$ cat config.mk
export PLATFORM = sky130hd
export DESIGN_NAME = acc_bank
export DESIGN_NICKNAME = d
export VERILOG_FILES = /design/src/rtl/acc_pkg.sv /design/src/rtl/acc_lifo.sv /design/src/rtl/acc_bank.sv
export SDC_FILE = /design/constraint.sdc
export NUM_CORES = 1
export LEC_CHECK = 0
export CAP_MARGIN = 20
export CORE_ASPECT_RATIO = 1.2
export CORE_MARGIN = 5
export CORE_UTILIZATION = 55
export DETAILED_ROUTE_END_ITERATION = 10
export GPL_ROUTABILITY_DRIVEN = 0
export MAX_ROUTING_LAYER = met4
export PLACE_DENSITY = 0.76
export SETUP_SLACK_MARGIN = 0.5
export SYNTH_ARGS = -nofsm -noshare
export SYNTH_HDL_FRONTEND = slang
export SYNTH_HIERARCHICAL = 1
export SYNTH_SLANG_ARGS = --single-unit
$ cat constraint.sdc
create_clock -name clk -period 8.6 [get_ports clk]
set_clock_uncertainty 0.2 [all_clocks]
set_input_delay 1.72 -clock clk [delete_from_list [all_inputs] [get_ports clk]]
set_output_delay 1.72 -clock clk [all_outputs]
set_load 0.1 [all_outputs]
$ cat src/rtl/acc_pkg.sv
// acc_pkg: shared opcode, flag and clear-FSM types for the accumulator bank.
package acc_pkg;

   localparam int unsigned FLAG_W = 4;

   typedef enum logic [2:0] {
      OP_NOP  = 3'b000,
      OP_LOAD = 3'b001,
      OP_ADD  = 3'b010,
      OP_SUB  = 3'b011,
      OP_SHL  = 3'b100,
      OP_SHR  = 3'b101,
      OP_PUSH = 3'b110,
      OP_POP  = 3'b111
   } acc_op_e;

   typedef struct packed {
      logic ovf;
      logic neg;
      logic carry;
      logic zero;
   } acc_flags_t;

   typedef enum logic {
      ST_IDLE  = 1'b0,
      ST_SWEEP = 1'b1
   } acc_state_e;

endpackage

$ cat src/rtl/acc_lifo.sv
// acc_lifo: DEPTH-entry LIFO with combinational top-of-stack and registered full/empty.
module acc_lifo #(
   parameter int unsigned DATA_W = 12,
   parameter int unsigned DEPTH  = 4
) (
   input  logic              clk,
   input  logic              rstn,
   input  logic              push,
   input  logic              pop,
   input  logic [DATA_W-1:0] wdata,
   output logic [DATA_W-1:0] top_c,
   output logic              full,
   output logic              empty
);
   localparam int unsigned CNT_W  = $clog2(DEPTH + 1);
   localparam int unsigned ADDR_W = (DEPTH > 1) ? $clog2(DEPTH) : 1;

   logic [DATA_W-1:0] mem [DEPTH];
   logic [CNT_W-1:0]  cnt_q, cnt_d;

   always_comb begin
      cnt_d = cnt_q;
      if (push && !full)
         cnt_d = cnt_q + CNT_W'(1);
      else if (pop && !empty)
         cnt_d = cnt_q - CNT_W'(1);
   end

   always_ff @(posedge clk or negedge rstn) begin
      if (!rstn) begin
         cnt_q <= '0;
         full  <= 1'b0;
         empty <= 1'b1;
      end else begin
         cnt_q <= cnt_d;
         full  <= (cnt_d == CNT_W'(DEPTH));
         empty <= (cnt_d == '0);
      end
   end

   // Storage carries no reset; only entries below the count are ever read.
   always_ff @(posedge clk) begin
      if (push && !full)
         mem[ADDR_W'(cnt_q)] <= wdata;
   end

   assign top_c = mem[ADDR_W'(cnt_q - CNT_W'(1))];

endmodule

$ cat src/rtl/acc_bank.sv
// acc_bank: NUM_ACC x WIDTH accumulator bank with ALU, registered flags and clear sweep.
// Shadow context stack is built only when ACC_BANK_STACK_EN is defined.
module acc_bank
   import acc_pkg::*;
#(
   parameter int unsigned WIDTH       = 8,
   parameter int unsigned NUM_ACC     = 4,
   parameter int unsigned STACK_DEPTH = 4
) (
   input  logic                       clk,
   input  logic                       rstn,
   input  logic                       ce,
   input  logic [2:0]                 op,
   input  logic [$clog2(NUM_ACC)-1:0] sel,
   input  logic [WIDTH-1:0]           in_val,
   input  logic                       clr_all,
   output logic [WIDTH-1:0]           acc_out,
   output logic [3:0]                 flags,
   output logic                       stack_full,
   output logic                       stack_empty,
   output logic                       err,
   output logic                       busy
);
   localparam int unsigned SEL_W = $clog2(NUM_ACC);

   acc_state_e       state_q, state_d;
   logic [SEL_W-1:0] idx_q, idx_d;
   logic [WIDTH-1:0] acc_q [NUM_ACC];
   acc_flags_t       flags_q, flags_d;
   logic             err_q, err_d;
   logic             wr_acc, wr_flags, alu_op, accept;
   logic [WIDTH-1:0] cur, res;
   logic [WIDTH:0]   sum, diff;
   acc_op_e          op_e;

   assign op_e    = acc_op_e'(op);
   assign cur     = acc_q[sel];
   assign sum     = {1'b0, cur} + {1'b0, in_val};
   assign diff    = {1'b0, cur} - {1'b0, in_val};
   assign busy    = (state_q == ST_SWEEP);
   assign accept  = ce && !busy && !clr_all;
   assign acc_out = cur;
   assign flags   = flags_q;
   assign err     = err_q;

`ifdef ACC_BANK_STACK_EN
   localparam int unsigned ENT_W = WIDTH + FLAG_W;
   logic             push, pop;
   logic [ENT_W-1:0] top_c;

   acc_lifo #(.DATA_W(ENT_W), .DEPTH(STACK_DEPTH)) u_lifo (
      .clk   (clk),
      .rstn  (rstn),
      .push  (push),
      .pop   (pop),
      .wdata ({cur, flags_q}),
      .top_c (top_c),
      .full  (stack_full),
      .empty (stack_empty)
   );
`else
   logic unused_stack_depth;
   assign unused_stack_depth = |STACK_DEPTH;
   assign stack_full         = 1'b0;
   assign stack_empty        = 1'b1;
`endif

   // Clear sequencer: state and sweep index registers.
   always_ff @(posedge clk or negedge rstn) begin
      if (!rstn) begin
         state_q <= ST_IDLE;
         idx_q   <= '0;
      end else begin
         state_q <= state_d;
         idx_q   <= idx_d;
      end
   end

   always_comb begin
      state_d = state_q;
      idx_d   = idx_q;
      case (state_q)
         ST_IDLE: begin
            if (clr_all) begin
               state_d = ST_SWEEP;
               idx_d   = '0;
            end
         end
         ST_SWEEP: begin
            idx_d = idx_q + SEL_W'(1);
            if (idx_q == SEL_W'(NUM_ACC - 1))
               state_d = ST_IDLE;
         end
         default: state_d = ST_IDLE;
      endcase
   end

   // Command decode and ALU; a dropped or impossible command only raises err.
   always_comb begin
      res      = in_val;
      flags_d  = flags_q;
      wr_acc   = 1'b0;
      wr_flags = 1'b0;
      alu_op   = 1'b0;
      err_d    = ce && (busy || clr_all);
`ifdef ACC_BANK_STACK_EN
      push     = 1'b0;
      pop      = 1'b0;
`endif
      if (accept) begin
         case (op_e)
            OP_LOAD: begin
               alu_op        = 1'b1;
               res           = in_val;
               flags_d.carry = 1'b0;
               flags_d.ovf   = 1'b0;
            end
            OP_ADD: begin
               alu_op        = 1'b1;
               res           = sum[WIDTH-1:0];
               flags_d.carry = sum[WIDTH];
               flags_d.ovf   = (cur[WIDTH-1] == in_val[WIDTH-1]) && (sum[WIDTH-1] != cur[WIDTH-1]);
            end
            OP_SUB: begin
               alu_op        = 1'b1;
               res           = diff[WIDTH-1:0];
               flags_d.carry = diff[WIDTH];
               flags_d.ovf   = (cur[WIDTH-1] != in_val[WIDTH-1]) && (diff[WIDTH-1] != cur[WIDTH-1]);
            end
            OP_SHL: begin
               alu_op        = 1'b1;
               res           = {cur[WIDTH-2:0], 1'b0};
               flags_d.carry = cur[WIDTH-1];
               flags_d.ovf   = 1'b0;
            end
            OP_SHR: begin
               alu_op        = 1'b1;
               res           = {1'b0, cur[WIDTH-1:1]};
               flags_d.carry = cur[0];
               flags_d.ovf   = 1'b0;
            end
`ifdef ACC_BANK_STACK_EN
            OP_PUSH: begin
               if (stack_full) err_d = 1'b1;
               else            push  = 1'b1;
            end
            OP_POP: begin
               if (stack_empty) begin
                  err_d = 1'b1;
               end else begin
                  pop      = 1'b1;
                  res      = top_c[ENT_W-1:FLAG_W];
                  flags_d  = acc_flags_t'(top_c[FLAG_W-1:0]);
                  wr_acc   = 1'b1;
                  wr_flags = 1'b1;
               end
            end
`else
            OP_PUSH, OP_POP: err_d = 1'b1;
`endif
            default: ;
         endcase
      end
      if (alu_op) begin
         wr_acc       = 1'b1;
         wr_flags     = 1'b1;
         flags_d.neg  = res[WIDTH-1];
         flags_d.zero = (res == '0);
      end
   end

   // Accumulators, flags and error pulse; the sweep owns the bank while busy.
   always_ff @(posedge clk or negedge rstn) begin
      if (!rstn) begin
         for (int unsigned i = 0; i < NUM_ACC; i++)
            acc_q[SEL_W'(i)] <= '0;
         flags_q <= '0;
         err_q   <= 1'b0;
      end else begin
         err_q <= err_d;
         if (busy) begin
            acc_q[idx_q] <= '0;
            if (idx_q == '0)
               flags_q <= '0;
         end else begin
            if (wr_acc)
               acc_q[sel] <= res;
            if (wr_flags)
               flags_q <= flags_d;
         end
      end
   end

endmodule

Word level (Yosys, flattened, before mapping)
Index checks and enable logic that the tools add are counted.

storage, ports and cells
  register bits = 40
  input bits = 17
  output and inout port bits = 16
  word-level logic and storage cells = 91

operators by class
  add/subtract/negate cells = 3
  magnitude comparators = 4
  equality and inequality tests = 14
  muxes and demuxes = 31
  bitwise gates (word level) = 5
  reductions and logical operators = 23

operators by type and width
  cell                                                         count
  2-to-1 mux 32 bit                                            2
  2-to-1 mux 8 bit                                             5
  AND 32 bit                                                   1
  bitwise mux 32 bit                                           1
  demux 8 bit (select 2 bit)                                   2
  inverter 32 bit                                              1
  one-hot mux 8 bit (4 select lines)                           1
  binary-select mux 8 bit (select 2 bit)                       1
  equality test 3 bit (second input constant)                  4
  2-to-1 mux 4 bit                                             3
  2-to-1 mux 1 bit                                             11
  adder 8 x 8 -> 9 bit                                         1
  subtractor 8 x 8 -> 9 bit                                    1
  logical NOT 8 bit                                            1
  AND reduction 4 bit                                          2
  logical AND 1 bit                                            7
  equality test 3 x 2 -> 1 bit (second input constant)         2
  greater-or-equal comparator 3 bit (second input constant)    2
  less-than comparator 3 x 1 -> 1 bit (second input constant)  2
  inverter 2 -> 3 bit                                          2
  nonzero test 2 bit                                           3
  nonzero test 6 bit                                           1
  one-hot mux 1 bit (5 select lines)                           1
  OR reduction 5 bit                                           1
  19 further kinds                                             22

Depth between registers and ports, before layout
  word-level depth = 11
  depth in mapped cells = 14
  depth with buffers taken out = 12

Worst setup path before layout
Ideal clock, no wire load.

  path type = input port to flip-flop
  start point = input port sel[1]
  end point = register flags_q, in the netlist flags[0]
  setup time = 103 ps
  data arrival time = 4936 ps
  data required time = 8297 ps
  path slack = 3361 ps
  stages on the path = 13
  path buffers = 2
  cell sequence = clkbuf_1 -> clkbuf_1 -> mux4_2 -> inv_1 -> ha_1 -> inv_1 -> fa_1 -> mux2i_1 -> xnor2_1 -> a211oi_2 -> a21oi_1 -> or4_1 -> o41ai_2

on the way
  longest elaborated chain between the ends = 11
  elaborated cells between the ends (all ways) = 12
  classes of those cells = add/sub (2); mux (8); bitwise (1); reduce/logical (1)

ends and longest elaborated chain
  element                                                                   RTL line                        text
  start, declared                                                           acc_bank.sv:14                  input logic [$clog2(NUM_ACC)-1:0] sel,
  inverter 2 -> 3 bit (implied by the code) (*)                             acc_bank.sv:37                  assign cur = acc_q[sel];
  binary-select mux 8 bit (select 2 bit) (*)                                acc_bank.sv:37
  2-to-1 mux 8 bit (implied by the code) (*) (2 in series)                  acc_bank.sv:37
  via acc_out[0]                                                            acc_bank.sv:17                  output logic [WIDTH-1:0] acc_out,
  subtractor 8 x 8 -> 9 bit / adder 8 x 8 -> 9 bit (equally long branches)  acc_bank.sv:39, acc_bank.sv:38
  one-hot mux 8 bit (4 select lines) (*)                                    acc_bank.sv:111                 case (op_e)
  2-to-1 mux 8 bit (*)                                                      acc_bank.sv:110                 if (accept) begin
  logical NOT 8 bit (*)                                                     acc_bank.sv:168                 flags_d.zero = (res == '0);
  2-to-1 mux 1 bit (*)                                                      acc_bank.sv:164                 if (alu_op) begin
  2-to-1 mux 4 bit (*)                                                      acc_bank.sv:188                 if (wr_flags)
  2-to-1 mux 4 bit (*)                                                      acc_bank.sv:181                 if (busy) begin
  end signal, assigned                                                      acc_bank.sv:189                 flags_q <= flags_d;
  end, declared                                                             acc_bank.sv:29                  acc_flags_t flags_q, flags_d;

The timed path passes the listed nets; every way through them passes the cells marked *. The select of a mux whose other input is x is not followed.
A chain may end at the register's enable or synchronous reset.

Final worst setup path
  start point = input port sel[1]
  end point = output port acc_out[6]

on the way
  longest elaborated chain between the ends = 4

ends and longest elaborated chain
  element                                               RTL line
  inverter 2 -> 3 bit (implied by the code)             acc_bank.sv:37
  binary-select mux 8 bit (select 2 bit)                acc_bank.sv:37
  2-to-1 mux 8 bit (implied by the code) (2 in series)  acc_bank.sv:37
  end, declared                                         acc_bank.sv:17

No other way between the ends. The select of a mux whose other input is x is not followed.

==> impl_metrics.yaml <==
detailed_routing:
  post_drt_wl_per_cell_um: 17.6
  viasPerCell: 5.91
  drtIter0Drc: 131
  wl_mm: 8.06
  final_antenna_net_count: 0
  drc: 0
  dr.pass1.iters: 5
  vias: 2709
logic_synthesis:
  synth.most_common_cell: "nand2_1"
  synthDistinctLibCells: 56
  ys_seq_elements: 40
  synth_ff_type: "dfrtp_1"
  yosys_warnings: 6
  synth_fp_nets: 407
  synth_top_area_frac: 0.312
  synthArstFlopShare: 1.00
  synth_commonest_cells: "nand2_1, dfrtp_1, ha_1, nor2_1"
  synth_edf_count: 0
  synth.area.top_cells: "dfrtp_1, ha_1, mux2i_1, mux4_2, nand2_1"
  syn_area_mm2: 0.00321
  synth.avg_cell_area_um2: 8.83
  synth_cells: 364
  synth_area_leader_cell: "dfrtp_1"
  ys_seq_area_frac: 0.312
timing:
  max_slew_margin: 0.344
  setup_viol: 0
  clock.fmax_ghz: 0.155
  tightest_slew_ps: 981
  rsz0062_at_grt: "false"
  tns_ps: 0
  min_period_ps: 6470
  finalCritPeriodShare: 0.752
  slew_violations: 0
  final-hold-violation-count: 0
finish:
  stdcell_area_mm2: 0.00358
  drive_above_1_share: 0.0661
  seqCellArea_mm2: 0.00100
  layout.nets: 421
  multi_input_area_mm2: 0.00202
  n_fill_cell: 502
  area.growth.synth_to_final_pct: 11.4
  n_antenna_cell: 0
cts:
  cts_tree: "done"
  clkTransAtPathRegs_ps: 70
  cts.path.max_buffers: 2
  clockRootBuffer: "clkbuf_8"
  post_cts_buffers: 0
  cts.htree.levels: 2
  cts.sinks: 40
  clk-insertion-delay-late_ps: 290
  cts_hold_buf: 0
  cts-resized-gates: 0
  cts-buffers-inserted: 5
pwr:
  p_int_uw: 361
  seqPwrFrac: 0.379
  p_total_uw: 642
  p_comb_frac: 0.439
  ir_drop_uv: 202
  pwr_density_cell_mw_per_mm2: 179
  power.leakage_uw: 0.00167
  switchingPower_uw: 281
  clkPwrFrac: 0.181
  p_sw_frac: 0.438
floorplanning:
  die_w_um: 79.8
  dieArea_mm2: 0.00748
  placementRows: 30
  start_util: 0.567
  core_mm2: 0.00567
  pin_count: 33
  dieHeight_um: 93.7
run:
  drv_cap: 0
place:
  io_buffer_count: 30
  hpwl_mm: 6.17
  dpl_cell_area_mm2: 0.00350
grt:
  grt_overflow: 0
  grt_usage: 0.233
  antenna_found_initial: 0
  grt_pass1_vias: 2794
  grt_max_degree: 41
  grt_first_pass_wirelength_mm: 13.3
min_path:
  hold_class: "register to register"
setup_path:
  cp.required_ps: 6680
  worstPathCellList: "clkdlybuf4s50_1, mux2_2, o21ai_0, inv_1, clkdlybuf4s50_1"
  critPathCaptureType: "output pin"
  crit_type: "primary input to output pin"
  cpMaxStageDelayCell: "clkdlybuf4s50_1"
  cp_max_fo: 16
  crit_path_frequent_cell: "clkdlybuf4s50_1"
  worst_path_largest_cell_delay_ps: 1000
  start_kind: "primary input"
  critical-path-top-delay-family: "buffers and inverters"
  worst-path-buf-inv: 3
  cp.arrival_ps: 4550
run_status:
  status: "finished clean"
## routing by layer
metal  share of wire  track usage  vias up  wire, um
li1                -            -     1328         -
met1            0.42        0.279     1292      3360
met5               0            -        -         0
met4           0.022       0.0803        0       176
met3           0.048       0.0250       13       384
met2            0.51        0.409       76      4140
## state kept, by name, indices dropped and copies added (netlist names)
name	flops
acc_q	32
busy	1
flags	4
err	1
idx_q	2
## power by group through the flow
stage	clock network (uW)	registers, uW	logic [uW]
2_1_floorplan	0	254	203
3_3_place_gp	0	246	276
3_5_place_dp	0	247	282
4_1_cts	118	243	283
5_1_grt	127	248	308
6_report	116	244	282
## final timing paths
path                           from          to  slack, ps  cells past startpoint
max                          sel[1]  acc_out[6]       2130                      5
min                        acc_q[1]    acc_q[1]        300                      2
max reg2reg                acc_q[8]   acc_q[14]       4970                     10
min reg2reg                acc_q[1]    acc_q[1]        300                      2
max in group asynchronous      rstn   acc_q[23]       6300                      1
min in group asynchronous      rstn   acc_q[24]       1340                      1
## placed cells by master, fill, tap and decap left out, types with 5 or more instances in the layout
cell,synthesis,layout
nand2_1,41,41
dfrtp_1,40,40
clkdlybuf4s50_1,0,29
nor2_1,24,24
ha_1,24,24
inv_1,21,21
mux2i_1,21,21
nand3_1,20,20
o21ai_0,15,15
a21oi_1,13,13
a21o_1,10,10
o22ai_1,10,10
nor3_1,9,9
nor2b_1,8,8
mux4_2,7,7
and3_1,5,5
o31ai_1,5,5
clkbuf_8,0,5
## kinds of logic after synthesis
family	count (synthesis)	synth area share
buf+inv	45	0.0604
xor+xnor	4	0.0109
other cells	2	0.00234
mux	29	0.118
simple gates	127	0.190
compound gates	91	0.201
flops	40	0.312
fa+ha+maj	26	0.106
## worst register-to-register path, stage by stage, from the launching register on
cell and delay [ps]:
dfrtp_1 410, mux4_2 560, ha_1 260, fa_1 390
nor2b_1 160, o311a_1 340, o31ai_1 230, o21ai_0 120
o21ai_1 460, nor2_1 110, o32ai_1 280
## through the flow
step / hold WS (ps) / worst slack, ps / util / instances
2_1_floorplan: 261 / 3360 / - / 364
3_3_place_gp: 279 / 2190 / 0.618 / 451
3_5_place_dp: 286 / 2140 / 0.618 / 451
4_1_cts: 304 / 2140 / 0.631 / 458
5_1_grt: 331 / 2020 / 0.631 / 458
6_report: 304 / 2130 / 0.631 / 458
## area by class of cell
class,count,area share
clock inverter,1,0.00140
inverter,21,0.0220
sequential,40,0.280
clock buffer,6,0.0203
multi-input combinational,279,0.564
timing repair buffer,31,0.0846
tap,80,0.0280
No activity file was read; power rests on OpenSTA's default activity.
